==> src/rtl/mux_scan_ctrl.sv <==
// Scan controller for a 4:1 mux: steps the selects, samples y after a dwell, and hands the 4-bit word out via valid/ready.
// Optional MUX_SCAN_PARITY_EN adds a registered parity_out over the assembled word.
module mux_scan_ctrl #(
  parameter int DWELL = 2,
  parameter int CNT_W = 4
) (
  input  logic       clk,
  input  logic       rst_n,
  input  logic       start,
  input  logic       cont,
  input  logic       y_in,
  output logic       sel2,
  output logic       sel1,
  output logic [3:0] data_out,
  output logic       valid,
  input  logic       ready,
`ifdef MUX_SCAN_PARITY_EN
  output logic       busy,
  output logic       parity_out
`else
  output logic       busy
`endif
);

  typedef enum logic [1:0] {IDLE, SCAN, HOLD} state_t;

  localparam logic [CNT_W-1:0] CNT_LAST = CNT_W'(DWELL - 1);

  state_t           state_q, state_d;
  logic [1:0]       sel_q, sel_d;
  logic [CNT_W-1:0] cnt_q, cnt_d;
  logic [3:0]       shadow_q, shadow_d;
  logic [3:0]       data_q, data_d;
  logic             valid_q, valid_d;
  logic             parity_q, parity_d;

  always_ff @(posedge clk or negedge rst_n) begin
    if (!rst_n) begin
      state_q  <= IDLE;
      sel_q    <= 2'b00;
      cnt_q    <= '0;
      shadow_q <= 4'b0000;
      data_q   <= 4'b0000;
      valid_q  <= 1'b0;
      parity_q <= 1'b0;
    end else begin
      state_q  <= state_d;
      sel_q    <= sel_d;
      cnt_q    <= cnt_d;
      shadow_q <= shadow_d;
      data_q   <= data_d;
      valid_q  <= valid_d;
      parity_q <= parity_d;
    end
  end

  always_comb begin
    state_d  = state_q;
    sel_d    = sel_q;
    cnt_d    = cnt_q;
    shadow_d = shadow_q;
    data_d   = data_q;
    valid_d  = valid_q;
    parity_d = parity_q;
    case (state_q)
      IDLE: begin
        sel_d = 2'b00;
        if (start) begin
          state_d  = SCAN;
          cnt_d    = '0;
          shadow_d = 4'b0000;
        end
      end
      SCAN: begin
        if (cnt_q != CNT_LAST) begin
          cnt_d = cnt_q + CNT_W'(1);
        end else begin
          // Select code s reads i[3-s], so its sample lands in shadow bit 3-s.
          cnt_d = '0;
          shadow_d[2'd3 - sel_q] = y_in;
          if (sel_q != 2'b11) begin
            sel_d = sel_q + 2'b01;
          end else begin
            data_d   = {shadow_q[3:1], y_in};
            parity_d = ^{shadow_q[3:1], y_in};
            valid_d  = 1'b1;
            state_d  = HOLD;
          end
        end
      end
      HOLD: begin
        if (valid_q && ready) begin
          valid_d = 1'b0;
          sel_d   = 2'b00;
          if (cont) begin
            state_d  = SCAN;
            cnt_d    = '0;
            shadow_d = 4'b0000;
          end else begin
            state_d = IDLE;
          end
        end
      end
      default: begin
        state_d = IDLE;
        sel_d   = 2'b00;
        valid_d = 1'b0;
      end
    endcase
  end

  assign sel2     = sel_q[1];
  assign sel1     = sel_q[0];
  assign data_out = data_q;
  assign valid    = valid_q;
  assign busy     = (state_q != IDLE);

`ifdef MUX_SCAN_PARITY_EN
  assign parity_out = parity_q;
`else
  logic unusedParity;
  assign unusedParity = parity_q;
`endif

endmodule

==> config.mk <==
export PLATFORM = sky130hd
export DESIGN_NAME = mux_scan_ctrl
export DESIGN_NICKNAME = d
export VERILOG_FILES = /design/src/rtl/mux_scan_ctrl.sv
export SDC_FILE = /design/constraint.sdc
export NUM_CORES = 1
export LEC_CHECK = 0
export ABC_CLOCK_PERIOD_IN_PS = 2100
export CORE_MARGIN = 10
export CORE_UTILIZATION = 30
export DETAILED_ROUTE_END_ITERATION = 8
export PLACE_DENSITY_LB_ADDON = 0.3
export SETUP_SLACK_MARGIN = 0.4
export SYNTH_ARGS = -nofsm -noshare
export SYNTH_HDL_FRONTEND = slang
export SYNTH_SLANG_ARGS = --single-unit
export TNS_END_PERCENT = 10
==> constraint.sdc <==
create_clock -name clk -period 2.1 [get_ports clk]
set_input_delay 0.42 -clock clk [delete_from_list [all_inputs] [get_ports clk]]
set_output_delay 0.42 -clock clk [all_outputs]
set_load 0.03 [all_outputs]
# After elaboration in Yosys (flattened, before gate mapping)
# Cells that the tools add are included.
# Widths: inputs -> output; s select.
dict set report word_totals {
  ff_bits 17
  input_bits 6
  output_inout_bits 8
  elab_cells 59
}
dict set report op_classes {
  add_sub_neg 3
  n_lt_le_gt_ge 2
  n_eq_ne 10
  n_mux 24
  bitwise 3
  reduce_logical 11
}
# operator count
set op_table {}
lappend op_table {{$pmux 4 s3} 2}
lappend op_table {{$mux 4} 5}
lappend op_table {{$mux 2} 7}
lappend op_table {{$ne 2x2->1 const B} 7}
lappend op_table {{$reduce_and 4->1} 3}
lappend op_table {{$pmux 2 s3} 1}
lappend op_table {{$reduce_and 3->1} 2}
lappend op_table {{$mux 1} 5}
lappend op_table {{$reduce_and 5->1} 1}
lappend op_table {{$add 4x1->4 const B} 1}
lappend op_table {{$bwmux 4} 1}
lappend op_table {{$ne 4x1->1 const B} 1}
lappend op_table {{$pmux 2 s2} 1}
lappend op_table {{$lt 2x3->1 const B} 1}
lappend op_table {{$not 1->1} 3}
lappend op_table {{$pmux 1 s3} 1}
lappend op_table {{$reduce_bool 3->1} 1}
lappend op_table {{$add 2x1->2 const B} 1}
lappend op_table {{$demux 1 s2} 1}
lappend op_table {{$eq 2x1->1 const B} 1}
lappend op_table {{$eq 2x2->1 const B} 1}
lappend op_table {{$ge 2x1->1 const B} 1}
lappend op_table {{$logic_and 1x1->1} 2}
lappend op_table {{$logic_not 2->1} 1}
lappend op_table {{other kinds (2)} 2}

# Longest topological paths before layout
# Gate-level depths: netlist of the first run.
dict set report logic_depth {
  depth_word 8
  depth_mapped 6
  mapped_depth_nobuf 5
}

# Worst setup path before layout of the first run
# OpenSTA, ideal clock, no wires.
dict set report synth_timing {
  path_type {reg2reg}
  start {register cnt_q[1]}
  end {register data_q[0], in the netlist data_out[0]}
  setup_ps 125
  arrival_ps 1636
  required_time_ps 1975
  setup_slack_ps 339
  path_stages_with_launch 7
  n_path_buf 1
  period_less_slack_ps 1761
  path_cell_list {dfrtp_1 inv_1 ha_1 or3b_1 buf_2 nor4_4 mux2_2}
}
dict set report synth_via {
  elab_chain_cells 3
}
# element line_no
set synth_lines {}
lappend synth_lines {{from (decl)} 31} ;# logic [CNT_W-1:0] cnt_q, cnt_d;
lappend synth_lines {{from (signal assigned)} 49} ;# cnt_q <= cnt_d;
lappend synth_lines {{$ne 4x1->1} 75} ;# if (cnt_q != CNT_LAST) begin
lappend synth_lines {{$not 1->1 (no source line)} n/a}
lappend synth_lines {{$reduce_and 3->1 (no source line)} n/a}
lappend synth_lines {{to (signal assigned)} 51} ;# data_q <= data_d;
lappend synth_lines {{to (decl)} 33} ;# logic [3:0] data_q, data_d;
# No other way between the ends.
# A chain may end at the register's enable or synchronous reset.

# Final worst setup path of the first run
dict set report layout_timing {
  start {register state_q[1]}
  end {output busy}
}
dict set report layout_via {
  elab_chain_cells 1
}
# element line_no
set layout_lines {}
lappend layout_lines {{from (decl)} 29} ;# state_t state_q, state_d;
lappend layout_lines {{from (signal assigned)} 47} ;# state_q <= state_d;
lappend layout_lines {{$reduce_bool 2->1} 116} ;# assign busy = (state_q != IDLE);
lappend layout_lines {{to (decl)} 21} ;# output logic busy
# No other way between the ends.

==> results of run 1 <==
[sequential cells by signal, summed over array words and instances, names as in the netlist]
name and flops:
shadow_q 3, cnt_q 4, valid 1, state_q 2, data_out 4, sel_q 2
[final timing paths]
check | end | depth (start not counted) | start
max in group asynchronous | sel_q[0]$_DFFE_PN0P_ | 2 | rst_n
min in group clk | data_out[3]$_DFFE_PN0P_ | 1 | data_out[3]$_DFFE_PN0P_
hold / removal | data_out[3]$_DFFE_PN0P_ | 1 | rst_n
setup / recovery | busy | 2 | state_q[1]$_DFFE_PN0P_
setup reg to reg | data_out[1]$_DFFE_PN0P_ | 6 | cnt_q[1]$_DFFE_PN0P_
hold reg to reg | data_out[3]$_DFFE_PN0P_ | 1 | data_out[3]$_DFFE_PN0P_
[critical path: stages, from the launching register on]
cell	delay (ps)
dfrtp_1	430
or2_2	300
dlygate4sd2_1	360
[power breakdown]
part           internal (uW)  switching, uW
Combinational            398            438
Clock                    106           93.4
Sequential               430            112
Total                    934            644
[per-stage QoR]
stage	hold WS [ps]	total power, uW	setup slack [ps]	util [%]	std cells
3_5_place_dp	498	1320	225	38.7	131
3_3_place_gp	493	1320	280	38.7	131
2_1_floorplan	124	1060	339	-	86
6_report	410	1580	314	41.6	140
4_1_cts	408	1580	238	41.1	139
5_1_grt	435	1710	228	41.6	140
[logic make-up (layout without fill, tap and decap cells)]
kind of cell	after synthesis	after routing	share of synthesized area [%]
AOI/OAI and AO/OA	19	19	14.9
muxes	7	7	8.26
adders and majority gates	6	6	8.26
DFF	16	16	44.1
xor gates and xnor gates	1	1	0.964
and+or+nand+nor	27	27	19.1
buffers and inverters	10	33	4.41
[layout by cell type, fill, tap and decap left out, types with 2 or more instances in the layout]
cell type and n:
nor3b_1 2, nand4_1 3, a21oi_1 2, mux2_2 3, o21ai_0 2, nand2_1 3
o211ai_1 7, dlygate4sd2_1 2, nor3_1 2, ha_1 5, clkbuf_4 3, nand3_1 7
a21o_1 2, dfrtp_1 16, mux2i_1 3, inv_1 6, buf_4 9, clkdlybuf4s50_1 10
[routing by layer]
layer	global-route usage, %	share of wire, %
met1	9.54	45
met4	3.78	1.7
met5	0	0
met2	13.0	46
met3	3.94	7.7
[cell type report]
class | count | area (um^2) | share of cell area (%)
clock buffer | 4 | 36.3 | 3.09
inverter | 7 | 26.3 | 2.23
multi-input combinational | 60 | 477 | 40.5
sequential | 16 | 400 | 34.0
tap | 31 | 38.8 | 3.30
timing repair buffer | 22 | 198 | 16.8
[timing repair]
| action | 4_1_cts | 5_1_grt |
|---|---|---|
| pin swaps | 1 | 1 |
| setup buffers | 4 | 1 |
| gates resized for setup | 4 | 2 |
| endpoints found under the hold margin | 0 | 0 |
| endpoints found under the setup margin | 12 | 13 |
==> impl_metrics.yaml, run 1 <==
worst_setup_path:
  crit_path_end_kind: "primary output"
  startpoint_type: "flip-flop"
  worstPathRequired_ps: 1680
  ff2ff_setup_slack_ps: 360
  cp.arrival_ps: 1370
  critPathKind: "flip-flop to primary output"
  cp_max_fo: 5
die:
  rows: 19
  die_area_um2: 5630
  fp.dieW_um: 75.0
  core-area_um2: 2830
  io_pins: 14
  initial_utilization_pct: 32.1
  die_h_um: 75.0
pwr:
  leakage_uw: 0.000551
  power_density_nw_per_um2: 1340
  ir_worst_vdd_mv: 0.583
synth:
  synth_edf_count: 0
  synth_area_um2: 908
  ys.flop_type: "dfrtp_1"
  synthArstFlopShare_pct: 100
  synth-seq-area-share_pct: 44.1
  synth_cells: 86
  yosysMostFrequentCell: "dfrtp_1"
  syn_nets: 98
  synth_seq_cells: 16
  avgSynthCellArea_um2: 10.6
  netlist_top_cells_area: "dfrtp_1, ha_1, o211ai_1, mux2_2, nand3_1"
  ys_top_cells_by_count: "dfrtp_1, nand3_1, o211ai_1, ha_1, inv_1"
  ys_warn_count: 0
  ys_types: 34
  yosysTopAreaCellShare_pct: 44.1
  synth.largest_area_cell: "dfrtp_1"
sta:
  rsz0062_at_grt: "true"
  period_needed_ps: 1790
  setup_viol: 0
  slew_headroom_pct: 66.5
  report.final.slew_viol_count: 0
  post-route-period-util_pct: 85.1
  fin_skew_ps: 2.20
  worst_pin_slew_ps: 496
  max_freq_mhz: 560
  hold_viol: 0
  tns_ps: 0
global_route:
  antenna_found_initial: 0
  grt_use_total_pct: 8.37
  grt_pass1_vias: 727
  globalRouteOverflowTotal: 0
  grt_pass1_wl_um: 3520
  grt_max_degree: 13
detailed_routing:
  wl_per_cell_um: 14.5
  vias: 715
  ant_nets: 0
  first_pass_iters: 4
  detail_route.wirelength_um: 2040
  via_per_inst: 5.11
  drc: 0
  first_iter_violations: 18
final_layout:
  diodes: 0
  fillCellCount: 277
  drive_gt1_share_pct: 19.3
  final_area_um2: 1180
  syn2layout_area_growth_pct: 29.5
  layout.nets: 122
place:
  port_buffers: 13
  dpl_cell_area_um2: 1090
  place_hpwl_um: 1550
  place.gp.congestion: 0.801
status:
  status: "finished, final reports clean"
cts:
  clk_pin_slew_ps: 90
  cts_buffer_depth: 2
  hold_buffers: 0
  clock_latency_ps: 280
  cts_root_buf: "clkbuf_4"
  numClockSinks: 16
  cts_tree: "done"
  htreeDepth: 1
  numCtsBuffers: 3
min_path:
  hp-class: "primary input to async pin"
job:
  cap_viol_max_count: 0
Note: power is estimated with default switching activity, not from simulation.
==> run 2, diff against run 1 <==
ABC_CLOCK_PERIOD_IN_PS = 2200   (was 2100)
clock period = 2.2 ns   (was 2.1 ns; I/O delays follow)
==> run 2 against run 1 <==
Effect of this change:
- clock power decreased by 5%
- design area decreased by 2.9%
- highest routed layer unchanged
- clock skew increased by 0.77 ps
- die area unchanged
- via count increased by 1.4%
- largest power group unchanged
- combinational power decreased by 8.5%
- worst setup slack improved by 52 ps
- sequential power decreased by 3.9%
- critical path depth decreased by 1
- non-clock buffer count decreased by 3
- clock-buffer cell count unchanged
==> impl_metrics.yaml, run 2 (synthesis gave the netlist of run 1 again) <==
status:
  status: "finished, final reports clean"
pwr:
  p_total_uw: 1480
  leakage_uw: 0.000523
  pwr-share-seq_pct: 35.3
  power.switching_uw: 606
  sw_frac_of_total_pct: 41.0
  comb_power_share_pct: 51.9
  p_int_uw: 871
  pwr-share-clk_pct: 12.8
  ir_worst_vdd_mv: 0.680
  power_density_nw_per_um2: 1290
cts:
  cts_root_buf: "clkbuf_4"
  numCtsBuffers: 3
  cts_buffer_depth: 2
  htreeDepth: 1
  cts_tree: "done"
  clock_latency_ps: 280
  numClockSinks: 16
  clk_pin_slew_ps: 90
  hold_buffers: 0
sta:
  rsz0062_at_grt: "true"
  worst_pin_slew_ps: 456
  hold_viol: 0
  tns_ps: 0
  max_freq_mhz: 545
  setup_viol: 0
  report.final.slew_viol_count: 0
  slew_headroom_pct: 69.2
  post-route-period-util_pct: 83.4
  fin_skew_ps: 2.97
  hold_slack_ps: 448
  period_needed_ps: 1830
min_path:
  hp-class: "primary input to async pin"
final_layout:
  layout_commonest_cell: "dfrtp_1"
  ff_latch_area_um2: 402
  layout_common_cells: "dfrtp_1, clkdlybuf4s50_1, o211ai_1, nand3_1"
  fillCellCount: 287
  final_area_um2: 1140
  drive_gt1_share_pct: 17.9
  layout.nets: 119
  syn2layout_area_growth_pct: 25.8
  multiInputGateArea_um2: 470
  diodes: 0
  post-route-util_pct: 40.4
worst_setup_path:
  cpPeakStageDelay_ps: 700
  critPathBufInv: 1
  worstPathRequired_ps: 1760
  startpoint_type: "flip-flop"
  reg2reg_depth: 5
  cp.arrival_ps: 1390
  r2r_end: "data_out[3]$_DFFE_PN0P_"
  ff2ff_setup_slack_ps: 440
  cp_max_fo: 4
  path_delay_family: "buffers and inverters"
  cp_slowest_cell: "clkdlybuf4s50_1"
  crit_path_end_kind: "primary output"
  path_cells: "clkdlybuf4s50_1"
  critPathKind: "flip-flop to primary output"
  r2r_start: "cnt_q[1]$_DFFE_PN0P_"
job:
  cap_viol_max_count: 0
detailed_routing:
  first_iter_violations: 16
  vias: 725
  drc: 0
  ant_nets: 0
  detail_route.wirelength_um: 1950
  via_per_inst: 5.29
  first_pass_iters: 4
  wl_per_cell_um: 14.2
place:
  place.gp.congestion: 0.815
  place_hpwl_um: 1580
  port_buffers: 13
  dpl_cell_area_um2: 1090
global_route:
  globalRouteOverflowTotal: 0
  grt_pass1_vias: 762
  antenna_found_initial: 0
  grt_use_total_pct: 7.83
  grt_max_degree: 11
  grt_pass1_wl_um: 3370
die:
  die_area_um2: 5630
  rows: 19
  io_pins: 14
  fp.dieW_um: 75.0
  initial_utilization_pct: 32.1
  die_h_um: 75.0
  core-area_um2: 2830
-- run 2: cell types whose count changed in the layout (fill, tap and decap cells not counted) --
cell and change:
mux2_4 -1, ha_2 -1, dfrtp_2 +1, dfrtp_1 -1
buf_4 -3, ha_1 +1, clkdlybuf4s50_1 +1, mux2_2 +1
clkbuf_2 +1, dlygate4sd2_1 -1, dlymetal6s2s_1 -1
-- run 2: final cells by class --
| cell class | count | share of cell area (%) |
|---|---|---|
| clock buffers | 4 | 3.18 |
| inverters | 7 | 2.30 |
| multi-input cells | 60 | 41.2 |
| flip-flops and latches | 16 | 35.2 |
| well taps | 31 | 3.40 |
| repair buffers | 19 | 14.8 |
-- run 2: through the flow --
stage	setup slack [ps]	std cells
after floorplan	439	86
after global placement	378	130
after detailed placement	295	130
after CTS	294	137
after global routing	295	137
final	366	137
-- run 2: per-layer routing --
| layer | part of all wire, % | global-route usage (%) |
|---|---|---|
| met1 | 42 | 8.47 |
| met2 | 45 | 12.2 |
| met3 | 10 | 4.73 |
| met4 | 2.5 | 3.15 |
| met5 | 0 | 0 |
-- run 2: power groups by stage --
stage,Combinational [uW],Sequential [uW],Clock (uW)
finish,766,521,189
global route,859,542,213
CTS,778,521,200
detailed placement,727,540,0
global placement,719,537,0
floorplan,412,603,0
-- run 2: how the worst max path moves through the flow --
stage / from / end / slack, ps / depth (start not counted)
floorplan: cnt_q[1]$_DFFE_PN0P_ / data_out[0]$_DFFE_PN0P_ / 440 / 6
global placement: cnt_q[1]$_DFFE_PN0P_ / data_out[2]$_DFFE_PN0P_ / 380 / 5
detailed placement: cnt_q[1]$_DFFE_PN0P_ / data_out[3]$_DFFE_PN0P_ / 290 / 5
CTS: cnt_q[1]$_DFFE_PN0P_ / data_out[3]$_DFFE_PN0P_ / 290 / 5
global route: sel_q[1]$_DFFE_PN0P_ / sel2 / 290 / 1
finish: sel_q[1]$_DFFE_PN0P_ / sel2 / 370 / 1
-- run 2: what timing repair did --
| action | in CTS | in global routing |
|---|---|---|
| pin swaps | 1 | 1 |
| hold endpoints to repair | 0 | 0 |
| setup buffers | 3 | 0 |
| gates resized for setup | 3 | 3 |
| endpoints found under the setup margin | 8 | 10 |
==> run 3, diff against run 2 <==
ABC_CLOCK_PERIOD_IN_PS = 1770   (was 2200)
clock period = 1.77 ns   (was 2.2 ns; I/O delays follow)
==> run 3 against run 2 <==
Effect of this change:
- first-iteration DRC count rose by 81%
- die area did not move
- sequential cell count did not move
- clock skew rose by 2.8 ps
- via count rose by 3.2%
- final cell count rose by 1.5%
- register-to-register slack got worse by 410 ps
- clock power rose by 29%
- hold slack got worse by 81 ps
- clock-buffer cell count did not move
- design area rose by 4.2%
- worst setup slack got worse by 340 ps
- largest cell class unchanged
- largest power group unchanged
- highest routed layer unchanged
==> impl_metrics.yaml, run 3 (synthesis gave the netlist of run 1 again) <==
final_layout:
  diodes: 0
  layout_commonest_cell: "dfrtp_1"
  post-route-util_pct: 42.1
  syn2layout_area_growth_pct: 31.0
  layout_common_cells: "dfrtp_1, o211ai_1, nand3_1, buf_4, inv_1"
  layout.nets: 121
  drive_gt1_share_pct: 27.8
pwr:
  power.switching_uw: 776
  ir_worst_vdd_mv: 0.737
  p_int_uw: 1090
  sw_frac_of_total_pct: 41.6
  leakage_uw: 0.000616
  pwr-share-seq_pct: 35.0
  power_density_nw_per_um2: 1570
  comb_power_share_pct: 51.9
  pwr-share-clk_pct: 13.1
die:
  core-area_um2: 2830
  io_pins: 14
  initial_utilization_pct: 32.1
  rows: 19
  die_area_um2: 5630
  die_h_um: 75.0
  fp.dieW_um: 75.0
status:
  status: "finished, final reports clean"
job:
  cap_viol_max_count: 0
detailed_routing:
  first_iter_violations: 29
  wl_per_cell_um: 14.8
  detail_route.wirelength_um: 2060
  ant_nets: 0
  via_per_inst: 5.38
  first_pass_iters: 4
  drc: 0
  vias: 748
worst_setup_path:
  crit_path_end_kind: "flip-flop"
  startpoint_type: "flip-flop"
  critPathBufInv: 1
  cp_slowest_cell: "dfrtp_1"
  cp.arrival_ps: 1940
  path_delay_family: "simple AND/OR/NAND/NOR gates"
  critPathKind: "flip-flop to flip-flop"
  worstPathRequired_ps: 1960
  path_cells: "inv_1 -> ha_2 -> or3b_4 -> nor4_4 -> mux2_2"
  cp_max_fo: 4
  cpPeakStageDelay_ps: 390
sta:
  post-route-period-util_pct: 98.5
  report.final.slew_viol_count: 0
  fin_skew_ps: 5.77
  worst_pin_slew_ps: 423
  setup_slack_ps: 27.0
  hold_slack_ps: 367
  tns_ps: 0
  period_needed_ps: 1740
  max_freq_mhz: 574
  setup_viol: 0
  hold_viol: 0
  rsz0062_at_grt: "true"
  slew_headroom_pct: 71.4
global_route:
  grt_use_total_pct: 7.99
  grt_pass1_wl_um: 3440
  grt_max_degree: 17
  antenna_found_initial: 0
  globalRouteOverflowTotal: 0
  grt_pass1_vias: 734
cts:
  clk_pin_slew_ps: 90
  htreeDepth: 1
  hold_buffers: 0
  numCtsBuffers: 3
  cts_tree: "done"
  numClockSinks: 16
  cts_buffer_depth: 2
  clock_latency_ps: 300
  cts_setup_buffers: 0
  cts_root_buf: "clkbuf_4"
place:
  port_buffers: 13
  dp_slack_ps: 15.5
  place_hpwl_um: 1540
  place.gp.congestion: 0.778
min_path:
  hp-class: "primary input to async pin"
run 3: cell count changes in the layout (fill, tap and decap cells not counted), sizes merged:
cell           delta
clkdlybuf4s50     -6
buf               +4
dlymetal6s2s      +4
clkbuf            +1
clkinv            -1
clkinvlp          +1
dlygate4sd2       -1
run 3: final timing paths:
kind | start | end | slack (ps) | cells past startpoint
worst max-delay path | cnt_q[1]$_DFFE_PN0P_ | data_out[0]$_DFFE_PN0P_ | 30 | 5
worst min-delay path | rst_n | shadow_q[1]$_DFFE_PN0P_ | 370 | 2
worst max register to register | cnt_q[1]$_DFFE_PN0P_ | data_out[0]$_DFFE_PN0P_ | 30 | 5
worst min register to register | data_out[2]$_DFFE_PN0P_ | data_out[2]$_DFFE_PN0P_ | 510 | 1
max in group asynchronous | rst_n | sel_q[0]$_DFFE_PN0P_ | 1200 | 2
min in group clk | data_out[2]$_DFFE_PN0P_ | data_out[2]$_DFFE_PN0P_ | 510 | 1
run 3: per-layer routing:
metal	global-route usage, %	wire length (um)
met1	9.55	933
met2	12.2	921
met3	4.07	140
met4	2.52	61
met5	0	0
run 3: cell type report:
type	count	area (um^2)
tap	31	38.8
sequential	16	403
inverter	7	30.0
fill	276	1640
multi-input combinational	60	492
timing repair buffer	21	190
clock buffer	4	36.3
run 3: timing repair:
| action | in CTS | in global routing |
|---|---|---|
| endpoints found under the setup margin | 23 | 24 |
| gates resized for setup | 7 | 25 |
| pin swaps | 0 | 6 |
run 3: through the flow:
| stage | total power [uW] | std cells | instance area, um^2 |
|---|---|---|---|
| after floorplan | 1260 | 86 | 908 |
| after global placement | 1610 | 135 | 1120 |
| after detailed placement | 1620 | 135 | 1120 |
| after CTS | 1850 | 139 | 1150 |
| after global routing | 2020 | 139 | 1190 |
| final | 1870 | 139 | 1190 |
run 3: worst reg2reg max path, delay by kind of cell (launching register included):
kind	cells	cell delay, ps
AND/OR/NAND/NOR	2	640
flip-flops	1	390
adder cells (fa/ha/maj)	1	180
multiplexers	1	370
buffers and inverters	1	60
run 3: power by group through the flow:
stage | combinational, uW | clock [uW] | sequential [uW]
global placement | 969 | 0 | 645
finish | 969 | 244 | 653
global route | 1070 | 268 | 681
detailed placement | 969 | 0 | 652
CTS | 952 | 251 | 643
floorplan | 512 | 0 | 750
